<file path="src/rtl/clkgen_pkg.sv">
// Shared types and helpers for the CPU clock generator.
package clkgen_pkg;

    typedef enum logic [2:0] {
        HALT      = 3'd0,
        RUN       = 3'd1,
        STEP_WAIT = 3'd2,
        STEP_HI   = 3'd3,
        STEP_LO   = 3'd4
    } state_t;

    typedef enum logic [1:0] {
        MODE_HALT = 2'd0,
        MODE_RUN  = 2'd1,
        MODE_STEP = 2'd2,
        MODE_RSVD = 2'd3
    } mode_t;

    // Half period in board-clock cycles for a given rate select.
    // Shifts of 32 or more bits yield 0, which is clamped to 1.
    function automatic logic [31:0] half_period(input logic [31:0] hz, input logic [31:0] sel);
        logic [31:0] h;
        h = hz >> (sel + 32'd1);
        return (h == 32'd0) ? 32'd1 : h;
    endfunction

endpackage

</file>
<file path="src/rtl/cpu_clock_gen_debounce.sv">
// Step-button conditioner: 2-flop synchroniser, stability filter and press-edge pulse.
module button_debounce #(
    parameter int DEBOUNCE_CYCLES = 1_000_000
) (
    input  logic PHYSICAL_CLOCK,
    input  logic PHYSICAL_RESET,
    input  logic BUTTON,
    output logic LEVEL,
    output logic PRESS
);

    localparam int CNT_W = $clog2(DEBOUNCE_CYCLES + 1);
    localparam logic [CNT_W-1:0] CNT_LAST = CNT_W'(DEBOUNCE_CYCLES - 1);

    logic             sync1_q;
    logic             sync2_q;
    logic             level_q;
    logic             press_q;
    logic [CNT_W-1:0] cnt_q;
    logic             differ_s;
    logic             accept_s;

    // The filtered level flips once enough consecutive samples disagree with it.
    assign differ_s = (sync2_q != level_q);
    assign accept_s = differ_s && (cnt_q == CNT_LAST);

    // Bring the asynchronous button into the board-clock domain.
    always_ff @(posedge PHYSICAL_CLOCK or negedge PHYSICAL_RESET) begin
        if (!PHYSICAL_RESET) begin
            sync1_q <= 1'b0;
            sync2_q <= 1'b0;
        end else begin
            sync1_q <= BUTTON;
            sync2_q <= sync1_q;
        end
    end

    // Count disagreeing samples, accept the new level and flag a 0->1 acceptance.
    always_ff @(posedge PHYSICAL_CLOCK or negedge PHYSICAL_RESET) begin
        if (!PHYSICAL_RESET) begin
            level_q <= 1'b0;
            press_q <= 1'b0;
            cnt_q   <= '0;
        end else begin
            press_q <= accept_s & sync2_q;
            if (!differ_s) begin
                cnt_q <= '0;
            end else if (accept_s) begin
                cnt_q   <= '0;
                level_q <= sync2_q;
            end else begin
                cnt_q <= cnt_q + CNT_W'(1);
            end
        end
    end

    assign LEVEL = level_q;
    assign PRESS = press_q;

endmodule

</file>
<file path="src/rtl/cpu_clock_gen.sv">
// Slow CPU clock generator with HALT / RUN / single-STEP modes and a rise counter.
module cpu_clock_gen
    import clkgen_pkg::*;
#(
    parameter int CLOCK_HZ        = 100_000_000,
    parameter int SEL_WIDTH       = 4,
    parameter int DEBOUNCE_CYCLES = 1_000_000,
    parameter int COUNT_WIDTH     = 32
) (
    input  logic                   PHYSICAL_CLOCK,
    input  logic                   PHYSICAL_RESET,
    input  logic [SEL_WIDTH-1:0]   SEL,
    input  logic [1:0]             MODE,
    input  logic                   BUTTON,
    output logic                   CLOCK,
    output logic                   CLOCK_RISE,
    output logic [COUNT_WIDTH-1:0] CYCLE_COUNT,
    output logic                   RUNNING
);

    state_t                 state_q, state_d;
    logic                   clock_q, clock_d;
    logic [31:0]            cnt_q, cnt_d;
    logic [31:0]            h_q, h_d;
    logic                   rise_q;
    logic                   running_q;
    logic [COUNT_WIDTH-1:0] count_q;
    logic                   start_s;
    logic                   last_s;
    logic                   level_s;
    logic                   press_raw_s;
    logic                   press_s;
    mode_t                  mode_s;

    button_debounce #(
        .DEBOUNCE_CYCLES(DEBOUNCE_CYCLES)
    ) u_debounce (
        .PHYSICAL_CLOCK(PHYSICAL_CLOCK),
        .PHYSICAL_RESET(PHYSICAL_RESET),
        .BUTTON        (BUTTON),
        .LEVEL         (level_s),
        .PRESS         (press_raw_s)
    );

    // A press pulse is only ever raised together with a high debounced level.
    assign press_s = press_raw_s & level_s;
    assign mode_s  = mode_t'(MODE);
    assign last_s  = (cnt_q == (h_q - 32'd1));

    // Next-state logic: phase timing, mode handling and period starts.
    always_comb begin
        state_d = state_q;
        clock_d = clock_q;
        cnt_d   = cnt_q;
        h_d     = h_q;
        start_s = 1'b0;
        case (state_q)
            HALT: begin
                if (mode_s == MODE_RUN) begin
                    state_d = RUN;
                    start_s = 1'b1;
                end else if (mode_s == MODE_STEP) begin
                    state_d = STEP_WAIT;
                end else begin
                    state_d = HALT;
                end
            end
            RUN: begin
                if (!last_s) begin
                    cnt_d = cnt_q + 32'd1;
                end else if (clock_q) begin
                    clock_d = 1'b0;
                    cnt_d   = 32'd0;
                end else begin
                    cnt_d = 32'd0;
                    case (mode_s)
                        MODE_RUN:  start_s = 1'b1;
                        MODE_STEP: state_d = STEP_WAIT;
                        default:   state_d = HALT;
                    endcase
                end
            end
            STEP_WAIT: begin
                // A press wins over a simultaneous mode change.
                if (press_s) begin
                    state_d = STEP_HI;
                    start_s = 1'b1;
                end else if (mode_s == MODE_RUN) begin
                    state_d = RUN;
                    start_s = 1'b1;
                end else if (mode_s == MODE_STEP) begin
                    state_d = STEP_WAIT;
                end else begin
                    state_d = HALT;
                end
            end
            STEP_HI: begin
                if (last_s) begin
                    state_d = STEP_LO;
                    clock_d = 1'b0;
                    cnt_d   = 32'd0;
                end else begin
                    cnt_d = cnt_q + 32'd1;
                end
            end
            STEP_LO: begin
                if (last_s) begin
                    state_d = STEP_WAIT;
                    cnt_d   = 32'd0;
                end else begin
                    cnt_d = cnt_q + 32'd1;
                end
            end
            default: begin
                state_d = HALT;
                clock_d = 1'b0;
                cnt_d   = 32'd0;
            end
        endcase
        // Rate is sampled only when a new period begins.
        if (start_s) begin
            clock_d = 1'b1;
            cnt_d   = 32'd0;
            h_d     = half_period(32'(CLOCK_HZ), 32'(SEL));
        end else begin
            h_d = h_q;
        end
    end

    // State, generated clock, counters and registered status outputs.
    always_ff @(posedge PHYSICAL_CLOCK or negedge PHYSICAL_RESET) begin
        if (!PHYSICAL_RESET) begin
            state_q   <= HALT;
            clock_q   <= 1'b0;
            cnt_q     <= 32'd0;
            h_q       <= half_period(32'(CLOCK_HZ), 32'd0);
            rise_q    <= 1'b0;
            running_q <= 1'b0;
            count_q   <= '0;
        end else begin
            state_q   <= state_d;
            clock_q   <= clock_d;
            cnt_q     <= cnt_d;
            h_q       <= h_d;
            rise_q    <= start_s;
            running_q <= (state_d == RUN) || (state_d == STEP_HI) || (state_d == STEP_LO);
            count_q   <= count_q + {{(COUNT_WIDTH-1){1'b0}}, start_s};
        end
    end

    assign CLOCK       = clock_q;
    assign CLOCK_RISE  = rise_q;
    assign CYCLE_COUNT = count_q;
    assign RUNNING     = running_q;

endmodule

</file>
<file path="config.mk">
export PLATFORM = sky130hd
export DESIGN_NAME = cpu_clock_gen
export DESIGN_NICKNAME = d
export VERILOG_FILES = /design/src/rtl/clkgen_pkg.sv /design/src/rtl/cpu_clock_gen_debounce.sv /design/src/rtl/cpu_clock_gen.sv
export SDC_FILE = /design/constraint.sdc
export NUM_CORES = 1
export LEC_CHECK = 0
export BUFFER_PORTS_ARGS = -buffer_cell sky130_fd_sc_hd__buf_2
export CAP_MARGIN = 10
export CORE_MARGIN = 5
export CORE_UTILIZATION = 66
export DETAILED_ROUTE_END_ITERATION = 8
export PLACE_DENSITY = 0.85
export SYNTH_ARGS = -nofsm -noshare
export SYNTH_HDL_FRONTEND = slang
export SYNTH_HIERARCHICAL = 1
export SYNTH_SLANG_ARGS = --single-unit
</file>
<file path="constraint.sdc">
create_clock -name PHYSICAL_CLOCK -period 7.2 [get_ports PHYSICAL_CLOCK]
set_input_delay 1.44 -clock PHYSICAL_CLOCK [delete_from_list [all_inputs] [get_ports PHYSICAL_CLOCK]]
set_output_delay 1.44 -clock PHYSICAL_CLOCK [all_outputs]
set_load 0.005 [all_outputs]
</file>
==> impl_results.rst <==
.. list-table::
   :header-rows: 1

   * - Metric
     - Value
   * - Category of the most critical setup path
     - reg2reg
   * - Final clock skew
     - 10.5 ps
   * - Later-pin clock latency in the skew report
     - 530 ps
   * - Via count of the first global-routing pass
     - between 5,000 and 6,000
   * - Wirelength, routed
     - 17,700 um
   * - Worst Setup Start Kind
     - register
   * - Maximum number of pins on one net before global-route repair
     - 83
   * - Synth Net Count
     - 771
   * - Average wire per standard cell
     - 18.9 um
   * - Most instantiated library cell after synthesis
     - sky130_fd_sc_hd__dfrtp_1
   * - WHS Path Cells
     - 0
   * - Worst R2R End
     - CYCLE_COUNT[31]$_DFF_PN0_
   * - Cell type with the highest aggregate area in the netlist
     - sky130_fd_sc_hd__dfrtp_1
   * - Number of gates given a new drive strength after cts
     - 0
   * - Synthesized instance count
     - 755
   * - Utilization after layout
     - 76.8%
   * - Number of max-slew violations in the final report
     - 0
   * - Clock-pin slew reported for the worst setup and hold paths after clock tree synthesis
     - 60 ps
   * - Setup crit end kind
     - register
   * - Final critical delay including setup and external delays
     - around 5700 ps
   * - Sum Neg Setup Slack
     - 0 ps
   * - Total power per unit cell area
     - 303 nW/um2
   * - Share of the yosys chip area belonging to registers
     - 42.6%
   * - Number of placed cells counting well taps
     - 907
   * - FF+latch area
     - 3020 um2
   * - Area of placed instances
     - 7360 um2
   * - Number of DRC markers after the initial detailed-route iteration
     - 551
   * - Hold/Removal Path Class
     - reg2reg
   * - Measured slew at the worst slew-check pin
     - 1070 ps
   * - Placement Rows
     - 37
   * - Clock net sink count
     - between 100 and 150
   * - Final worst-path cycle share
     - 79.1%
   * - Largest cells by area after synthesis
     - sky130_fd_sc_hd__dfrtp_1 (38%), sky130_fd_sc_hd__xnor2_1 (6.2%), sky130_fd_sc_hd__xor2_1 (5.1%), sky130_fd_sc_hd__dfstp_2 (4.4%), sky130_fd_sc_hd__nor2_1 (3.8%)
   * - CTS tree
     - built
   * - PnR Total Power
     - 0.00242 W
   * - Total number of yosys warnings
     - 6
   * - Netlist area before placement
     - 7090 um2
   * - Wire length of the first global-routing pass
     - a little under 30,000 um
   * - VDD IR-drop max
     - approximately 0.22 mV
   * - Number of synthesized flops with an enable pin
     - 0
   * - Remaining global-route overflow
     - 0
   * - Total global-route track usage
     - 28.4%
   * - Clock buffer depth
     - 2
   * - Setup slack, reg-to-reg
     - 1500 ps
   * - Top-Level Pins
     - 44
   * - Data arrival time of the critical path
     - 6140 ps
   * - HPWL reported at the end of detailed placement
     - between 10,000 and 15,000 um
   * - Layout cell share with drive strength beyond 1
     - between 10% and 20%
   * - Final antenna-violating net count
     - 0
   * - Post-CTS Setup Repair Bufs
     - 0
   * - Number of buffers created by CTS
     - 17
   * - Maximum operating frequency
     - 0.176 GHz
   * - Leakage power summed over all cells
     - 3.42 nW
   * - Worst reg-to-reg path cell count
     - 19
   * - Capture endpoint of the worst hold path
     - u_debounce/sync2_q$_DFF_PN0_
   * - Number of different library cells in the post-synthesis netlist
     - 70
   * - Fill cells
     - 682
   * - Proportion of synthesized flip-flops having asynchronous set or reset
     - 100%
   * - Total Nets Final
     - 806
   * - Mapped Avg Cell Area
     - 9.39 um2
   * - Width of the chip
     - between 100 and 150 um
   * - Via count
     - 6,029
   * - Setup violators final
     - 0
   * - CTS root buffer
     - sky130_fd_sc_hd__clkbuf_8
   * - Number of input and output port buffers inserted
     - 43
   * - Final Wtd Congestion
     - between 0.9 and 1
   * - Main synth FF type
     - sky130_fd_sc_hd__dfrtp_1
   * - Quantity of hold-fixing buffers added after cts
     - 0
   * - Most common library cells after synthesis
     - sky130_fd_sc_hd__dfrtp_1 (108), sky130_fd_sc_hd__nor2_1 (71), sky130_fd_sc_hd__nand2_1 (60)
   * - # Max-Cap Violations
     - 0
   * - Initial core utilization
     - approximately two thirds
   * - Syn-to-layout area delta
     - 12.8%
   * - CORE AREA
     - 10,400 um2
   * - Filler-free cell count of the finished design
     - 939
   * - Relative slew slack
     - 28.3%
   * - Worst r2r src
     - h_q[0]$_DFFE_PN0N_
   * - H-tree levels
     - 4
   * - Pre-antenna DRT Iters
     - 7
   * - Required @ worst endpoint
     - 7640 ps
   * - Area of the die
     - 12,900 um2
   * - Area of combinational cells with multiple inputs
     - about 3800 um2
   * - FF+latch count, synth
     - 120
   * - Hold path start
     - u_debounce/sync1_q$_DFF_PN0_
   * - Number of antenna cells inserted
     - 0
   * - Outcome
     - finished clean
   * - DRC Markers
     - 0
   * - Vertical die dimension
     - 114 um
   * - Final number of hold-violating endpoints
     - 0
   * - Crit-path max FO
     - 29
   * - DR vias/cell
     - ~6.4
   * - Share of Yosys cell area claimed by the top area cell type
     - 38.1%
   * - Area of all placed cells without fillers
     - 8000 um2
   * - Number of antenna violations at the first check in global routing
     - 0
   * - Setup repair after global routing missed its margin
     - false
==> worst max-delay path: stages (launching register included) <==
cell	delay (ps)
sky130_fd_sc_hd__dfrtp_1	440
sky130_fd_sc_hd__inv_1	110
sky130_fd_sc_hd__ha_1	400
sky130_fd_sc_hd__or4b_1	590
sky130_fd_sc_hd__or3_1	380
sky130_fd_sc_hd__a211o_1	280
sky130_fd_sc_hd__a21o_1	170
sky130_fd_sc_hd__a2111oi_2	350
sky130_fd_sc_hd__nand4_1	230
sky130_fd_sc_hd__o21ai_4	190
sky130_fd_sc_hd__buf_4	380
sky130_fd_sc_hd__ha_1	270
sky130_fd_sc_hd__and2_1	190
sky130_fd_sc_hd__and3_1	250
sky130_fd_sc_hd__nand2_1	130
sky130_fd_sc_hd__nor3_1	280
sky130_fd_sc_hd__nand4_1	250
sky130_fd_sc_hd__nor2_1	320
sky130_fd_sc_hd__nand3_1	170
sky130_fd_sc_hd__xnor2_1	210
==> cells by family (layout without fill, tap and decap cells) <==
| family | after synthesis | after routing | share of synthesized area (%) |
|---|---|---|---|
| AO/OA/AOI/OAI | 110 | 110 | 10.3 |
| XOR/XNOR | 91 | 91 | 11.2 |
| adder cells (fa/ha/maj) | 7 | 7 | 1.24 |
| buffers and inverters | 57 | 105 | 3.58 |
| flip-flops | 120 | 120 | 42.6 |
| multiplexers | 33 | 33 | 5.12 |
| AND/OR/NAND/NOR | 337 | 337 | 26.0 |
==> area by class of cell <==
class | instances | area share [%]
multi-input combinational | 578 | 47.8
clock inverter | 13 | 2.41
inverter | 25 | 1.17
sequential | 120 | 37.7
tap | 136 | 2.13
timing repair buffer | 48 | 3.19
clock buffer | 19 | 5.52
==> registers in the layout, indices dropped and copies added, names as in the netlist <==
register,cells
u_debounce/LEVEL,1
u_debounce/PRESS,1
u_debounce/cnt_q,20
CLOCK_RISE,1
u_debounce/sync1_q,1
h_q,26
cnt_q,32
RUNNING,1
CLOCK,1
state_q,3
CYCLE_COUNT,32
u_debounce/sync2_q,1
==> how the worst max path moves through the flow <==
stage,start,slack (ps),end
2_1_floorplan,h_q[2]$_DFFE_PN0N_,2540,CYCLE_COUNT[28]$_DFF_PN0_
3_3_place_gp,h_q[0]$_DFFE_PN0N_,1970,CYCLE_COUNT[28]$_DFF_PN0_
3_5_place_dp,h_q[0]$_DFFE_PN0N_,1760,CYCLE_COUNT[31]$_DFF_PN0_
4_1_cts,h_q[0]$_DFFE_PN0N_,1580,CYCLE_COUNT[31]$_DFF_PN0_
5_1_grt,h_q[0]$_DFFE_PN0N_,1170,CYCLE_COUNT[28]$_DFF_PN0_
6_report,h_q[0]$_DFFE_PN0N_,1500,CYCLE_COUNT[31]$_DFF_PN0_
==> metal layers <==
metal  routed length [um]  GRT usage [%]  vias to the layer above  part of all wire, %
li1                     -              -                     2801                    -
met1                 7450           35.7                     2968                   42
met2                 8830           47.7                      214                   50
met3                  887           6.15                       46                  5.0
met4                  546           11.7                        0                  3.1
met5                    0              0                        -                    0
==> through the flow <==
step | worst slack [ps] | hold WS (ps)
global placement | 1970 | 335
CTS | 1580 | 358
finish | 1500 | 354
detailed placement | 1760 | 344
floorplan | 2540 | 331
global route | 1170 | 364
==> cells in the final DEF (no fill, tap or decap), types with 16 or more instances in the layout <==
cell                          n
sky130_fd_sc_hd__dfrtp_1    108
sky130_fd_sc_hd__nor2_1      71
sky130_fd_sc_hd__nand2_1     60
sky130_fd_sc_hd__xnor2_1     50
sky130_fd_sc_hd__nand3_1     43
sky130_fd_sc_hd__buf_2       42
sky130_fd_sc_hd__xor2_1      41
sky130_fd_sc_hd__a21oi_1     32
sky130_fd_sc_hd__nand4_1     26
sky130_fd_sc_hd__inv_1       25
sky130_fd_sc_hd__nor3_1      23
sky130_fd_sc_hd__nor4_1      20
sky130_fd_sc_hd__o21ai_0     18
sky130_fd_sc_hd__clkbuf_16   16
==> where the power goes <==
group          switching [W]  internal [W]
clock network       0.000319      0.000584
registers           0.000182      0.000793
logic               0.000304      0.000238
(Power assumes the default switching activity.)
